===== src/rtl/raster_pkg.sv =====
// Shared types and helpers for the raster scan counter: FSM state encoding
// and the zero-to-one stride mapping.
package raster_pkg;

    typedef enum logic [1:0] {
        IDLE = 2'd0,
        RUN  = 2'd1,
        DONE = 2'd2
    } scan_state_t;

    // Widest stride input the helper below accepts.
    localparam int MAX_STEP_BITS = 16;

    // A programmed stride of zero would stall the scan, so it is promoted to one.
    function automatic logic [MAX_STEP_BITS-1:0] eff_step(input logic [MAX_STEP_BITS-1:0] step);
        return (step == '0) ? MAX_STEP_BITS'(1) : step;
    endfunction

endpackage


===== src/rtl/raster_scan_counter_if.sv =====
// Coordinate output stream of the raster scan counter: valid/ready handshake
// plus the (col,row) payload and its line/frame boundary flags.
interface raster_scan_counter_if #(
    parameter int COL_BITS = 10,
    parameter int ROW_BITS = 10
);
    logic                out_valid;
    logic                out_ready;
    logic [COL_BITS-1:0] col;
    logic [ROW_BITS-1:0] row;
    logic                line_start;
    logic                line_end;
    logic                frame_end;

    modport master (
        output out_valid, col, row, line_start, line_end, frame_end,
        input  out_ready
    );

    modport slave (
        input  out_valid, col, row, line_start, line_end, frame_end,
        output out_ready
    );
endinterface


===== src/rtl/axis_counter.sv =====
// One axis of the raster scan: a loadable stride counter with an inclusive
// last value that wraps to zero once the next stride would pass it.
module axis_counter
    import raster_pkg::*;
#(
    parameter int WIDTH     = 10,
    parameter int STEP_BITS = 4
) (
    input  logic                 clk,
    input  logic                 n_rst,
    input  logic                 load,      // latch last/step, restart at 0
    input  logic                 clear,     // restart at 0, keep latched config
    input  logic                 en,        // advance by one stride
    input  logic [WIDTH-1:0]     last_in,
    input  logic [STEP_BITS-1:0] step_in,
    output logic [WIDTH-1:0]     value,
    output logic                 at_last
);

    // One extra bit beyond the wider operand so value+step never wraps.
    localparam int SUM_W = ((WIDTH > STEP_BITS) ? WIDTH : STEP_BITS) + 1;

    logic [WIDTH-1:0]     last_q;
    logic [STEP_BITS-1:0] step_q;
    logic [SUM_W-1:0]     sum_ext;

    assign sum_ext = SUM_W'(value) + SUM_W'(step_q);
    assign at_last = (sum_ext > SUM_W'(last_q));

    // NOTE: asynchronous active-low reset; every register here has a defined reset value.
    always_ff @(posedge clk or negedge n_rst) begin
        if (!n_rst) begin
            last_q <= '0;
            step_q <= '0;
        end else if (load) begin
            last_q <= last_in;
            step_q <= STEP_BITS'(eff_step(MAX_STEP_BITS'(step_in)));
        end
    end

    // NOTE: non-blocking assignments for all sequential state so every register
    // samples pre-edge values regardless of block ordering.
    always_ff @(posedge clk or negedge n_rst) begin
        if (!n_rst) begin
            value <= '0;
        end else if (load || clear) begin
            value <= '0;
        end else if (en) begin
            value <= at_last ? '0 : sum_ext[WIDTH-1:0];
        end
    end

endmodule


===== src/rtl/raster_scan_counter.sv =====
// Raster (col,row) coordinate generator: nested stride counters driven by a
// start/abort run FSM, emitting coordinates over a valid/ready stream.
module raster_scan_counter
    import raster_pkg::*;
#(
    parameter int COL_BITS  = 10,
    parameter int ROW_BITS  = 10,
    parameter int STEP_BITS = 4
) (
    input  logic                 clk,
    input  logic                 n_rst,
    input  logic                 start,
    input  logic                 abort,
    input  logic [COL_BITS-1:0]  col_last,
    input  logic [ROW_BITS-1:0]  row_last,
    input  logic [STEP_BITS-1:0] col_step,
    input  logic [STEP_BITS-1:0] row_step,
    raster_scan_counter_if.master out_if,
    output logic                 busy,
    output logic                 done
);

    scan_state_t state, state_nxt;

    logic                run;
    logic                load;
    logic                transfer;
    logic [COL_BITS-1:0] col_val;
    logic [ROW_BITS-1:0] row_val;
    logic                col_at_last;
    logic                row_at_last;

    assign run      = (state == RUN);
    assign load     = (state == IDLE) && start && !abort;
    assign transfer = run && out_if.out_ready;

    axis_counter #(
        .WIDTH     (COL_BITS),
        .STEP_BITS (STEP_BITS)
    ) u_col (
        .clk     (clk),
        .n_rst   (n_rst),
        .load    (load),
        .clear   (abort),
        .en      (transfer),
        .last_in (col_last),
        .step_in (col_step),
        .value   (col_val),
        .at_last (col_at_last)
    );

    // Rows advance only when the column wraps; on the final row both wrap to 0.
    axis_counter #(
        .WIDTH     (ROW_BITS),
        .STEP_BITS (STEP_BITS)
    ) u_row (
        .clk     (clk),
        .n_rst   (n_rst),
        .load    (load),
        .clear   (abort),
        .en      (transfer && col_at_last),
        .last_in (row_last),
        .step_in (row_step),
        .value   (row_val),
        .at_last (row_at_last)
    );

    // NOTE: next-state defaults to the current state before the case, so no latch is inferred.
    always_comb begin
        state_nxt = state;
        unique case (state)
            IDLE:    if (start) state_nxt = RUN;
            RUN:     if (transfer && col_at_last && row_at_last) state_nxt = DONE;
            DONE:    state_nxt = IDLE;
            default: state_nxt = IDLE;
        endcase
        if (abort) state_nxt = IDLE;
    end

    always_ff @(posedge clk or negedge n_rst) begin
        if (!n_rst) state <= IDLE;
        else        state <= state_nxt;
    end

    // Flags come only from registered coordinates and latched config.
    assign out_if.out_valid  = run;
    assign out_if.col        = col_val;
    assign out_if.row        = row_val;
    assign out_if.line_start = run && (col_val == '0);
    assign out_if.line_end   = run && col_at_last;
    assign out_if.frame_end  = run && col_at_last && row_at_last;

    assign busy = (state != IDLE);
    assign done = (state == DONE);

endmodule


===== src/flat_wrapper.sv =====
// flat-port wrapper written by rule: the top's interface ports become plain ports
module raster_scan_counter_flat import raster_pkg::*;
#(
    parameter int COL_BITS  = 10,
    parameter int ROW_BITS  = 10,
    parameter int STEP_BITS = 4
)
  (clk, n_rst, start, abort, col_last, row_last, col_step, row_step, busy, done, out_if_out_valid, out_if_col, out_if_row, out_if_line_start, out_if_line_end, out_if_frame_end, out_if_out_ready);
  raster_scan_counter_if #(.COL_BITS(COL_BITS), .ROW_BITS(ROW_BITS)) out_if_i ();
  input  logic clk;
  input  logic n_rst;
  input  logic start;
  input  logic abort;
  input  logic [COL_BITS-1:0] col_last;
  input  logic [ROW_BITS-1:0] row_last;
  input  logic [STEP_BITS-1:0] col_step;
  input  logic [STEP_BITS-1:0] row_step;
  output logic busy;
  output logic done;
  output wire logic [$bits(out_if_i.out_valid)-1:0] out_if_out_valid;
  output wire logic [$bits(out_if_i.col)-1:0] out_if_col;
  output wire logic [$bits(out_if_i.row)-1:0] out_if_row;
  output wire logic [$bits(out_if_i.line_start)-1:0] out_if_line_start;
  output wire logic [$bits(out_if_i.line_end)-1:0] out_if_line_end;
  output wire logic [$bits(out_if_i.frame_end)-1:0] out_if_frame_end;
  input wire logic [$bits(out_if_i.out_ready)-1:0] out_if_out_ready;
  assign out_if_out_valid = out_if_i.out_valid;
  assign out_if_col = out_if_i.col;
  assign out_if_row = out_if_i.row;
  assign out_if_line_start = out_if_i.line_start;
  assign out_if_line_end = out_if_i.line_end;
  assign out_if_frame_end = out_if_i.frame_end;
  assign out_if_i.out_ready = out_if_out_ready;
  raster_scan_counter #(.COL_BITS(COL_BITS), .ROW_BITS(ROW_BITS), .STEP_BITS(STEP_BITS)) u_core (.clk(clk), .n_rst(n_rst), .start(start), .abort(abort), .col_last(col_last), .row_last(row_last), .col_step(col_step), .row_step(row_step), .out_if(out_if_i), .busy(busy), .done(done));
endmodule

===== config.mk =====
export PLATFORM = sky130hd
export DESIGN_NAME = raster_scan_counter_flat
export DESIGN_NICKNAME = d
export VERILOG_FILES = /design/src/rtl/raster_pkg.sv /design/src/rtl/raster_scan_counter_if.sv /design/src/rtl/axis_counter.sv /design/src/rtl/raster_scan_counter.sv /design/src/flat_wrapper.sv
export SDC_FILE = /design/constraint.sdc
export NUM_CORES = 1
export LEC_CHECK = 0
export BUFFER_PORTS_ARGS = -buffer_cell sky130_fd_sc_hd__buf_2
export CORE_MARGIN = 2
export CORE_UTILIZATION = 55
export CTS_BUF_LIST = sky130_fd_sc_hd__clkbuf_8 sky130_fd_sc_hd__clkbuf_16
export DETAILED_ROUTE_END_ITERATION = 8
export PLACE_DENSITY = 0.83
export SETUP_SLACK_MARGIN = 0.4
export SYNTH_ARGS = -nofsm -noshare
export SYNTH_HDL_FRONTEND = slang
export SYNTH_SLANG_ARGS = --single-unit

===== constraint.sdc =====
create_clock -name clk -period 3.8 [get_ports clk]
set_clock_uncertainty 0.1 [all_clocks]
set_input_delay 0.19 -clock clk [delete_from_list [all_inputs] [get_ports clk]]
set_output_delay 0.19 -clock clk [all_outputs]
set_load 0.01 [all_outputs]

After elaboration in Yosys (flattened, before gate mapping)
Cells that the tools add are included.

Register bits: 50. Latch bits: 0. RAM bits: 0. Bits in read-only memories: 0. Input bits: 33. Output and inout port bits: 26. Word-level logic and storage cells: 45. Memories: 0.

Add/subtract/negate cells: 2. Multipliers: 0. Divide/modulo/power cells: 0. Magnitude comparators: 2. Equal/unequal tests: 4. Shift operators: 0. Multiplexer cells: 12. Bitwise logic cells: 0. Reductions and logical operators: 18.

Operators by type and width (count): $mux W10 (6); $add A10 B4 Y11 (2); $gt A11 B10 Y1 (2); $logic_not A10 Y1 (1); $logic_and A1 B1 Y1 (8); $logic_not A4 Y1 (2); $mux W4 (2); $mux W2 (3); $ne A3 B3 Y1 const B (2); $reduce_bool A2 Y1 (3); $pmux W2 S2 (1); $eq A2 B1 Y1 const B (1); $eq A2 B2 Y1 const B (1); $logic_not A2 Y1 (1); $reduce_and A2 Y1 (1); $logic_not A1 Y1 (1); $logic_or A1 B1 Y1 (1).

Depth between registers and ports, before layout
Gate-level depths: netlist of run 1.

Depth after elaboration: 7. Mapped depth: 16. Depth with buffers taken out: 15.

Cells and area by module
A second synthesis of run 1 with hierarchy kept.

Cell total of the unflattened synthesis: 341. Area total of the unflattened synthesis: 3186.8 um^2.

Modules (own cells, without submodules): axis_counter (times used 2, cells each 161, area an instance 1507.7 um^2, sequential area each 600.6 um^2); raster_scan_counter (times used 1, cells each 19, area an instance 171.4 um^2, sequential area each 50.0 um^2).

Worst setup path after synthesis of run 1
Ideal clock, no wire load.

Path kind: flip-flop to flip-flop. Start: register u_core.u_col.value[0]. End: register u_core.u_col.value[4]. Library setup time: 0.079 ns. Arrival: 3.307 ns. Required time: 3.621 ns. Setup slack: 0.314 ns. Cell stages (with the launch flop): 17. Buffers on the path: 1. Period minus slack after synthesis: 3.486 ns. Cell sequence: dfrtp_1 ha_1 inv_1 fa_1 nand2b_1 o2bb2ai_2 nor2_1 nor2b_1 or2_2 ha_1 a21oi_1 o21ai_0 o221a_2 nor4_1 buf_4 a21oi_1 mux2i_1.

Cells in the longest elaborated chain, start to end: 5.

RTL lines: from (decl) (RTL line axis_counter.sv:16) `output logic [WIDTH-1:0] value,`; from (signal assigned) (RTL line axis_counter.sv:49) `value <= at_last ? '0 : sum_ext[WIDTH-1:0];`; $add A10 B4 Y11 (*) (RTL line axis_counter.sv:27) `assign sum_ext = SUM_W'(value) + SUM_W'(step_q);`; $gt A11 B10 Y1 (RTL line axis_counter.sv:28) `assign at_last = (sum_ext > SUM_W'(last_q));`; $mux W10 (*) (RTL line axis_counter.sv:49); $mux W10 (*) (RTL line axis_counter.sv:48) `end else if (en) begin`; $mux W10 (*) (RTL line axis_counter.sv:46) `end else if (load || clear) begin`.

Every way passes the cells marked *; elsewhere a longest branch is shown, timed or not. The select of a mux whose other input is x is not followed. A chain may end at the register's enable or synchronous reset.

Worst setup path in the final report of run 1
Start: register u_core.u_col.value[1]. End: register u_core.state[0].

Cells in the longest elaborated chain, start to end: 6.

RTL lines: $add A10 B4 Y11 (RTL line axis_counter.sv:27); $gt A11 B10 Y1 (RTL line axis_counter.sv:28); $logic_and A1 B1 Y1 (2 in a row) (RTL line raster_scan_counter.sv:73) `RUN: if (transfer && col_at_last && row_at_last) state_nxt = DONE;`; $ne A3 B3 Y1 (no source line); $reduce_and A2 Y1 (no source line); to (signal assigned) (RTL line raster_scan_counter.sv:82) `else state <= state_nxt;`; to (decl) (RTL line raster_scan_counter.sv:23) `scan_state_t state, state_nxt;`.

No other way between the ends.

==> impl_results.rst, run 1 <==
.. list-table::
   :header-rows: 1

   * - Metric
     - Value
   * - Placement Setup Slack
     - 0.0929 ns
   * - Register area share after synthesis
     - 40.2%
   * - Number of setup violations in the final report
     - 0
   * - Max-slew headroom at the worst pin
     - 45.5%
   * - Number of warnings reported in the yosys synthesis log
     - 0
   * - Count of antenna-violating nets left after detailed routing
     - 0
   * - Combined area of all synthesized cells
     - 3110 um2
   * - Worst VDD drop
     - 0.000254 V
   * - Netlist cell types
     - 49
   * - Type of the tightest min-delay check
     - in -> reg
   * - Initial antenna violation count
     - 0
   * - Worst Setup End Kind
     - register
   * - Category of the critical setup timing path
     - reg -> reg
   * - Iteration-0 DRC Markers
     - 227
   * - Total clock buffers created by CTS
     - 5
   * - Overall global routing resource usage
     - 28.0%
   * - Congestion Overflow GR
     - 0
   * - Flip-flop cell with the highest count after synthesis
     - sky130_fd_sc_hd__dfrtp_1
   * - Switching part of the total power
     - 35.7%
   * - Startpoint of the tightest hold check path
     - row_last[4]
   * - Depth of the worst register-to-register path
     - 13
   * - Layout cells sized above 1
     - 38.4%
   * - Register-to-register setup slack
     - 0.05 ns
   * - Top cell family by delay on the critical path
     - compound AO/OA/AOI/OAI gates
   * - Drt first pass iters
     - 5
   * - Buffers added on ports
     - 58
   * - Overall routed net length
     - 9920 um
   * - Sequential group share of total power
     - 43.5%
   * - Maximum fanout count along the critical path
     - 5
   * - IO Pins
     - 59
   * - Crit path required time
     - 3.91 ns
   * - Total power divided by cell area
     - 335 nW/um2
   * - Unrepaired setup endpoints after global routing
     - true
   * - Post-synth net total
     - 384
   * - Row Count
     - 27
   * - Crit path setup slack, layout
     - 0.0543 ns
   * - Total design power
     - 1.44 mW
   * - Wire length of the first global-routing pass
     - 13,800 um
   * - Longest Clk Path Bufs
     - 2
   * - Post-route DRC violation count
     - 0
   * - Latest clock arrival within the worst-skew pair
     - 0.32 ns
   * - Antenna diode count
     - 0
   * - Largest net degree at the start of global routing
     - 51
   * - Sw Pwr
     - 516 uW
   * - Layout Cell Area excl Fill
     - 4320 um2
   * - Kind of start point of the critical path
     - register
   * - Via count of the first global-routing pass
     - 2,943
   * - Logic pwr share
     - 34.2%
   * - Via Count
     - 3,086
   * - Vias per inst
     - 6.18
   * - Status
     - finished with violations
   * - DPL Wire Length
     - 5200 um
   * - Crit share post-route
     - 98.6%
   * - Initial cell density of the core
     - 56.8%
   * - Endpoint of the worst hold-timing path
     - u_core.u_row.last_q[4]
   * - Actual transition at the worst max-transition pin
     - 0.815 ns
   * - Total die area
     - 6270 um2
   * - Seq cells post-synth
     - 50
   * - Reg-to-reg endpoint
     - u_core.state[0]
   * - Internal power
     - 929 uW
   * - Share of async-settable or async-resettable flops after synthesis
     - 100%
   * - Max stage delay cell, worst path
     - sky130_fd_sc_hd__o311a_4
   * - CP Buf/Inv Count
     - 0
   * - Post-CTS clock slew at the launch and capture registers of the worst setup and hold paths
     - 0.10 ns
   * - Average wire length per cell after detail routing
     - 19.9 um
   * - Reg-to-reg critical path startpoint
     - u_core.u_col.value[1]
   * - Clock tree from TritonCTS
     - done
   * - Slowest cell delay on critical path
     - 0.46 ns
   * - Violations in the final reports
     - negative hold slack
   * - Clock period minus final worst setup slack
     - 3.75 ns
   * - Worst hold path cell count
     - 3
   * - H-tree levels
     - 2
   * - LEAKAGE
     - 2.09 nW
   * - Clk root buf
     - sky130_fd_sc_hd__clkbuf_8
   * - RD Place Congestion
     - 0.860
   * - Area of the core region
     - 5470 um2
   * - Fin nets
     - 489
   * - Vertical extent of the die
     - 79.2 um
   * - Fin Hold WS
     - -0.00219 ns
   * - Count of clock tree sinks
     - 50
   * - P&R area growth vs syn
     - 38.9%
   * - Final slew viol count
     - 0
   * - Cell-by-cell listing of the critical path
     - ha_1, a21o_1, a21o_1, a21oi_2, nor3b_2, xor2_1, ha_1, nand4_1, nor2_4, a32oi_4, o311a_4, a21boi_2, o31ai_1
   * - Post-placement cell area
     - 3530 um2
   * - Max-cap violations
     - 0
   * - Number of hold violations in the final report
     - 1
   * - WP data arrival
     - 3.86 ns
   * - DIE WIDTH
     - 79.2 um
   * - Max Clk Rate
     - 267 MHz
   * - Post-Synthesis Cells
     - 321
   * - Post-Synthesis Mean Instance Area
     - 9.69 um2
   * - Proportion of power drawn by the clock network
     - 22.3%
   * - Number of flops mapped to enable cells by yosys
     - 0
[cell usage in the layout, fill, tap and decap left out, types with 3 or more instances in the layout]
cell type and count:
sky130_fd_sc_hd__nand3_1 5, sky130_fd_sc_hd__a21oi_2 6, sky130_fd_sc_hd__dfrtp_1 50, sky130_fd_sc_hd__dlygate4sd3_1 15, sky130_fd_sc_hd__nand2_1 40, sky130_fd_sc_hd__ha_1 23, sky130_fd_sc_hd__o21ai_0 21, sky130_fd_sc_hd__a21oi_1 9
sky130_fd_sc_hd__xnor2_2 3, sky130_fd_sc_hd__o32ai_2 5, sky130_fd_sc_hd__o21ai_2 3, sky130_fd_sc_hd__xor2_1 5, sky130_fd_sc_hd__and3_1 3, sky130_fd_sc_hd__a21o_1 5, sky130_fd_sc_hd__buf_6 10, sky130_fd_sc_hd__buf_2 58
sky130_fd_sc_hd__ha_4 4, sky130_fd_sc_hd__buf_4 22, sky130_fd_sc_hd__inv_1 33, sky130_fd_sc_hd__xnor2_1 7, sky130_fd_sc_hd__nand4_1 5, sky130_fd_sc_hd__o21ai_1 3, sky130_fd_sc_hd__nor2_4 3, sky130_fd_sc_hd__a22o_1 8
sky130_fd_sc_hd__nand2b_1 3, sky130_fd_sc_hd__clkbuf_8 5, sky130_fd_sc_hd__mux2_2 6, sky130_fd_sc_hd__nor2_1 10, sky130_fd_sc_hd__nor3_1 6
[how the worst max path moves through the flow]
| stage | start | endpoint | slack (ns) | depth (start not counted) |
|---|---|---|---|---|
| 5_1_grt | u_core.u_col.value[1] | u_core.state[0] | -0.04 | 13 |
| 3_5_place_dp | u_core.u_col.value[0] | u_core.state[0] | 0.09 | 15 |
| 4_1_cts | u_core.u_col.value[0] | out_if_line_end | 0.32 | 15 |
| 2_1_floorplan | u_core.u_col.value[0] | u_core.state[1] | 0.41 | 15 |
| 6_report | u_core.u_col.value[1] | u_core.state[0] | 0.05 | 13 |
| 3_3_place_gp | u_core.u_col.value[0] | u_core.state[1] | 0.28 | 15 |
[per-stage QoR]
| step | util [%] | std cells | setup TNS [ns] | hold slack [ns] |
|---|---|---|---|---|
| 6_report | 78.9 | 499 | 0 | -0.00219 |
| 5_1_grt | 78.9 | 499 | -0.0830 | 0.00839 |
| 4_1_cts | 74.5 | 487 | 0 | 0.00428 |
| 3_5_place_dp | 64.6 | 446 | 0 | 0.230 |
| 3_3_place_gp | 64.6 | 446 | 0 | 0.236 |
| 2_1_floorplan | - | 321 | 0 | -0.206 |
[layer usage]
layer  track usage (%)  part of all wire (%)  vias up
met3              3.98                   7.1       54
met5                 0                     0        -
met4              8.62                   5.1        0
met2              52.1                    52      192
met1              33.2                    36     1498
li1                  -                     -     1342
[worst register-to-register path, cell delays in order (launching register included)]
cell	delay [ns]
sky130_fd_sc_hd__dfrtp_1	0.42
sky130_fd_sc_hd__ha_1	0.31
sky130_fd_sc_hd__a21o_1	0.16
sky130_fd_sc_hd__a21o_1	0.19
sky130_fd_sc_hd__a21oi_2	0.24
sky130_fd_sc_hd__nor3b_2	0.09
sky130_fd_sc_hd__xor2_1	0.19
sky130_fd_sc_hd__ha_1	0.40
sky130_fd_sc_hd__nand4_1	0.26
sky130_fd_sc_hd__nor2_4	0.20
sky130_fd_sc_hd__a32oi_4	0.18
sky130_fd_sc_hd__o311a_4	0.46
sky130_fd_sc_hd__a21boi_2	0.17
sky130_fd_sc_hd__o31ai_1	0.27
[registers in the layout, indices dropped and copies added (netlist names)]
name	flops
u_core.state	2
u_core.u_row.last_q	10
u_core.u_col.step_q	4
u_core.u_row.value	10
u_core.u_row.step_q	4
u_core.u_col.value	10
u_core.u_col.last_q	10
[power groups by stage]
stage / Clock, mW / Sequential (mW) / Combinational, mW
final: 0.322 / 0.629 / 0.494
after global routing: 0.347 / 0.633 / 0.535
after CTS: 0.320 / 0.623 / 0.411
after detailed placement: 0 / 0.635 / 0.351
after global placement: 0 / 0.633 / 0.336
after floorplan: 0 / 0.625 / 0.252
[synthesized netlist by cell type (2+ instances only)]
cell / instances / area share [%]
sky130_fd_sc_hd__o21ai_0: 27 / 4.3
sky130_fd_sc_hd__mux2_2: 6 / 2.2
sky130_fd_sc_hd__xor2_1: 5 / 1.4
sky130_fd_sc_hd__nand2b_1: 5 / 1.0
sky130_fd_sc_hd__a22o_1: 8 / 2.3
sky130_fd_sc_hd__nand2_1: 40 / 4.8
sky130_fd_sc_hd__and3_1: 3 / 0.60
sky130_fd_sc_hd__o22ai_1: 2 / 0.40
sky130_fd_sc_hd__nand4_1: 5 / 1.0
sky130_fd_sc_hd__nor2_1: 13 / 1.6
sky130_fd_sc_hd__nor4_1: 3 / 0.60
sky130_fd_sc_hd__nor2b_1: 2 / 0.40
sky130_fd_sc_hd__or2_2: 2 / 0.40
sky130_fd_sc_hd__xnor2_1: 10 / 2.8
sky130_fd_sc_hd__a21boi_0: 2 / 0.48
sky130_fd_sc_hd__fa_1: 2 / 1.3
sky130_fd_sc_hd__dfrtp_1: 50 / 40
sky130_fd_sc_hd__nor3_1: 10 / 1.6
sky130_fd_sc_hd__nand3b_1: 2 / 0.48
sky130_fd_sc_hd__nand3_1: 6 / 0.97
sky130_fd_sc_hd__o32ai_2: 5 / 2.6
sky130_fd_sc_hd__a21o_1: 5 / 1.2
sky130_fd_sc_hd__inv_1: 35 / 4.2
sky130_fd_sc_hd__a211oi_1: 2 / 0.48
sky130_fd_sc_hd__clkbuf_1: 6 / 0.72
sky130_fd_sc_hd__ha_1: 28 / 11
sky130_fd_sc_hd__a21oi_1: 15 / 2.4
[timing repair]
item | CTS | global route
hold endpoints to repair | 64 | 0
setup buffers | 17 | 12
gates resized for setup | 35 | 30
pin swaps | 15 | 26
cloned | 1 | 0
setup endpoints to repair | 24 | 24
hold buffers | 15 | 0
[cell families (layout without fill, tap and decap cells)]
logic type / Yosys count / after routing / share of synthesized area (%)
DFF: 50 / 50 / 40.2
xor gates and xnor gates: 15 / 15 / 4.23
AOI/OAI and AO/OA: 76 / 77 / 18.1
and+or+nand+nor: 99 / 99 / 16.7
buffers and inverters: 44 / 149 / 5.71
adders and majority gates: 30 / 30 / 12.6
muxes: 7 / 7 / 2.49
[cell type report]
cell class / instances / area (um2)
Multi-Input combinational cell: 228 / 2020
Sequential cell: 50 / 1250
Fill cell: 324 / 1150
Timing Repair Buffer: 106 / 738
Inverter: 35 / 131
Tap cell: 72 / 90.1
Clock buffer: 5 / 68.8
Clock inverter: 3 / 21.3
No activity file was read; power rests on OpenSTA's default activity.
==> run 2, diff against run 1 <==
--- a/config.mk
+++ b/config.mk
@@ -5,12 +5,13 @@
 export SDC_FILE = /design/constraint.sdc
 export NUM_CORES = 1
 export LEC_CHECK = 0
+export ABC_AREA = 1
 export BUFFER_PORTS_ARGS = -buffer_cell sky130_fd_sc_hd__buf_2
 export CORE_MARGIN = 2
-export CORE_UTILIZATION = 55
+export CORE_UTILIZATION = 51
 export CTS_BUF_LIST = sky130_fd_sc_hd__clkbuf_8 sky130_fd_sc_hd__clkbuf_16
 export DETAILED_ROUTE_END_ITERATION = 8
-export PLACE_DENSITY = 0.83
+export PLACE_DENSITY = 0.81
 export SETUP_SLACK_MARGIN = 0.4
 export SYNTH_ARGS = -nofsm -noshare
 export SYNTH_HDL_FRONTEND = slang
==> constraint.sdc (replaced) <==
create_clock -name clk -period 3.02 [get_ports clk]
set_clock_uncertainty 0.1 [all_clocks]
set_input_delay 0.151 -clock clk [delete_from_list [all_inputs] [get_ports clk]]
set_output_delay 0.151 -clock clk [all_outputs]
set_load 0.01 [all_outputs]
==> run 2 against run 1 <==
  * Total power increased by 24%
  * Wire length decreased by 1.0%
  * Critical path depth increased by 6
  * Count of clock-buffer cells in the layout unchanged
  * Global-route usage decreased by 1.5 points
  * Worst hold slack improved by 0.017 ns
  * Combinational power increased by 9.7%
  * Synthesized area increased by 3.9%
  * Cell count increased by 24%
  * Sequential share of layout area decreased by 0.87 points
  * Sequential power increased by 24%
  * The flow finishes with violations (negative setup slack)
  * First-iteration DRC count increased by 87%
==> impl_results.rst, run 2 <==
.. list-table::
   :header-rows: 1

   * - Metric
     - Value
   * - Status
     - finished with violations
   * - Violations in the final reports
     - negative setup slack
   * - Netlist cell types
     - 30
   * - Worst path most repeated cell
     - sky130_fd_sc_hd__nand2_1
   * - CP Buf/Inv Count
     - 4
   * - Final slew viol count
     - 0
   * - Most common cell in the netlist
     - sky130_fd_sc_hd__nand2_1
   * - Kind of start point of the critical path
     - register
   * - Vertical extent of the die
     - 83.6 um
   * - Reg-to-reg critical path startpoint
     - u_core.u_col.step_q[0]
   * - Count of antenna-violating nets left after detailed routing
     - 0
   * - Top cell family by delay on the critical path
     - simple AND/OR/NAND/NOR gates
   * - Max Clk Rate
     - 304 MHz
   * - Clock tree from TritonCTS
     - done
   * - Fin Hold WS
     - 0.0153 ns
   * - Antenna diode count
     - 0
   * - Flip-flop cell with the highest count after synthesis
     - sky130_fd_sc_hd__dfrtp_1
   * - H-tree levels
     - 2
   * - Largest area contributor in the synthesized netlist
     - sky130_fd_sc_hd__dfrtp_1
   * - Iteration-0 DRC Markers
     - 425
   * - Initial antenna violation count
     - 0
   * - Actual transition at the worst max-transition pin
     - 1.07 ns
   * - Post-Synthesis Mean Instance Area
     - 7.50 um2
   * - Area of the core region
     - 6240 um2
   * - Worst Setup End Kind
     - register
   * - Fin nets
     - 605
   * - Category of the critical setup timing path
     - reg -> reg
   * - Number of warnings reported in the yosys synthesis log
     - 0
   * - Cell-by-cell listing of the critical path
     - ha_2, inv_2, fa_2, o21bai_4, xor2_1, inv_1, ha_1, nand2_1, nor2_1, nand2_1, nand2_1, nand2_1, nand2_2, nand2_8, buf_4, buf_12, nor2_4, nand3_1, nand2_1
   * - Post-synth net total
     - 494
   * - Post-Synthesis Cells
     - 431
   * - Final Non-Filler Cells
     - 620
   * - Crit path setup slack, layout
     - -0.274 ns
   * - Post-route DRC violation count
     - 0
   * - Clk root buf
     - sky130_fd_sc_hd__clkbuf_8
   * - Buffers added on ports
     - 58
   * - Vias per inst
     - 5.59
   * - Max-slew headroom at the worst pin
     - 28.7%
   * - Count of clock tree sinks
     - 50
   * - Worst hold path cell count
     - 3
   * - Unrepaired setup endpoints after global routing
     - true
   * - Longest Clk Path Bufs
     - 2
   * - Via count of the first global-routing pass
     - 3,255
   * - WP data arrival
     - 3.45 ns
   * - Depth of the worst register-to-register path
     - 19
   * - Commonest cells after routing, fill and taps aside
     - sky130_fd_sc_hd__nand2_1 (125), sky130_fd_sc_hd__inv_1 (68), sky130_fd_sc_hd__buf_2 (58)
   * - Combined area of all synthesized cells
     - 3230 um2
   * - DPL Wire Length
     - 5800 um
   * - Latest clock arrival within the worst-skew pair
     - 0.31 ns
   * - Number of setup violations in the final report
     - 24
   * - Drt first pass iters
     - 6
   * - Initial cell density of the core
     - 51.8%
   * - DIE WIDTH
     - 83.6 um
   * - Type of the tightest min-delay check
     - in -> reg
   * - P&R area growth vs syn
     - 37.7%
   * - Congestion Overflow GR
     - 0
   * - Total design power
     - 1.80 mW
   * - Row Count
     - 29
   * - Largest net degree at the start of global routing
     - 51
   * - FF/Latch Area
     - 1250 um2
   * - Total clock buffers created by CTS
     - 5
   * - Total die area
     - 6990 um2
   * - Post-route core utilization
     - 71.3%
   * - Most common cell after layout, fill and taps aside
     - sky130_fd_sc_hd__nand2_1
   * - Crit path required time
     - 3.17 ns
   * - Share of async-settable or async-resettable flops after synthesis
     - 100%
   * - Maximum fanout count along the critical path
     - 6
   * - Leading post-synthesis cells by instance count
     - sky130_fd_sc_hd__nand2_1 (130), sky130_fd_sc_hd__inv_1 (70), sky130_fd_sc_hd__dfrtp_1 (50)
   * - Slowest cell delay on critical path
     - 0.39 ns
   * - Via Count
     - 3,466
   * - RD Place Congestion
     - 0.952
   * - Register area share after synthesis
     - 38.7%
   * - Layout cells sized above 1
     - 27.1%
   * - Post-CTS clock slew at the launch and capture registers of the worst setup and hold paths
     - 0.10 ns
   * - Overall global routing resource usage
     - 26.5%
   * - Worst VDD drop
     - 0.000325 V
   * - Seq cells post-synth
     - 50
   * - Clock period minus final worst setup slack
     - 3.29 ns
   * - Wire length of the first global-routing pass
     - 15,000 um
   * - Max stage delay cell, worst path
     - sky130_fd_sc_hd__fa_2
   * - Total power divided by cell area
     - 404 nW/um2
   * - Endpoint of the worst hold-timing path
     - u_core.u_row.step_q[0]
   * - Crit share post-route
     - 109%
   * - Number of hold violations in the final report
     - 0
   * - Register-to-register setup slack
     - -0.27 ns
   * - Number of flops mapped to enable cells by yosys
     - 0
   * - Placement Setup Slack
     - -0.0206 ns
   * - Area used by multi-input combinational logic
     - 1970 um2
   * - Reg-to-reg endpoint
     - u_core.u_row.value[4]
   * - LEAKAGE
     - 2.43 nW
   * - Max-cap violations
     - 0
   * - Startpoint of the tightest hold check path
     - row_step[0]
   * - Count of filler cells inserted in the layout
     - 457
   * - Yosys top cell area share
     - 38.7%
   * - Cells taking the most area after synthesis
     - sky130_fd_sc_hd__dfrtp_1 (39%), sky130_fd_sc_hd__nand2_1 (15%), sky130_fd_sc_hd__ha_1 (11%)
   * - Overall routed net length
     - 9810 um
   * - Cells after DPL
     - 561
   * - Average wire length per cell after detail routing
     - 15.8 um
   * - IO Pins
     - 59
## run 2: changes by cell type after synthesis, moves of 8 or more
cell / before / now
sky130_fd_sc_hd__nor3_1: 10 / 2
sky130_fd_sc_hd__nand3_1: 6 / 34
sky130_fd_sc_hd__nor2_1: 13 / 25
sky130_fd_sc_hd__a21oi_1: 15 / 7
sky130_fd_sc_hd__nand2_1: 40 / 130
sky130_fd_sc_hd__a22o_1: 8 / 0
sky130_fd_sc_hd__inv_1: 35 / 70
## run 2: routing by layer
layer	track usage, %	share of wire, %	vias to the layer above
met5	0	0	-
met2	41.7	45	238
met3	2.87	8.8	69
li1	-	-	1591
met4	12.5	5.6	0
met1	36.8	41	1568
## run 2: timing repair
| action | 4_1_cts | 5_1_grt |
|---|---|---|
| hold buffers | 25 | 0 |
| gates resized for setup | 22 | 27 |
| cloned | 2 | 0 |
| pin swaps | 8 | 20 |
| setup endpoints to repair | 24 | 24 |
| buffers inserted | 16 | 8 |
| hold endpoints to repair | 35 | 0 |
## run 2: worst min-delay path, stage by stage
cell	delay [ns]
sky130_fd_sc_hd__buf_2	0.08
sky130_fd_sc_hd__o21ai_0	0.08
sky130_fd_sc_hd__nand2_1	0.06
## run 2: worst max path at each step
stage | from | slack [ns] | cells past startpoint | end
after CTS | u_core.u_col.step_q[0] | -0.16 | 16 | out_if_line_end
after global routing | u_core.u_col.step_q[0] | -0.41 | 19 | u_core.u_row.value[4]
final | u_core.u_col.step_q[0] | -0.27 | 19 | u_core.u_row.value[4]
after floorplan | u_core.u_col.value[0] | 0.30 | 18 | u_core.u_row.value[8]
after global placement | u_core.u_row.value[0] | 0.04 | 17 | out_if_frame_end
after detailed placement | u_core.u_row.value[0] | -0.02 | 17 | out_if_frame_end
## run 2: through the flow
step,setup TNS (ns),instance area (um2)
2_1_floorplan,0,3290
3_3_place_gp,0,3640
6_report,-4.82,4450
5_1_grt,-7.49,4450
4_1_cts,-1.26,4260
3_5_place_dp,-0.0210,3640
## run 2: cell families (layout without fill, tap and decap cells)
logic type	after synthesis	in the layout	share of synthesized area [%]
AND/OR/NAND/NOR	212	214	28.6
buffers and inverters	79	189	9.52
flip-flops	50	50	38.7
AO/OA/AOI/OAI	49	49	8.05
adder cells (fa/ha/maj)	30	30	12.1
XOR/XNOR	11	11	2.98
## run 2: final cells by class
| class | count | share of cell area, % |
|---|---|---|
| tap | 77 | 2.16 |
| clock buffer | 5 | 1.55 |
| sequential | 50 | 28.1 |
| inverter | 71 | 5.99 |
| timing repair buffer | 110 | 17.1 |
| multi-input combinational | 304 | 44.2 |
| clock inverter | 3 | 0.899 |
## run 2: power breakdown
part,switching (mW),internal (mW)
logic,0.329,0.213
clock network,0.229,0.244
registers,0.0364,0.745
total,0.595,1.20
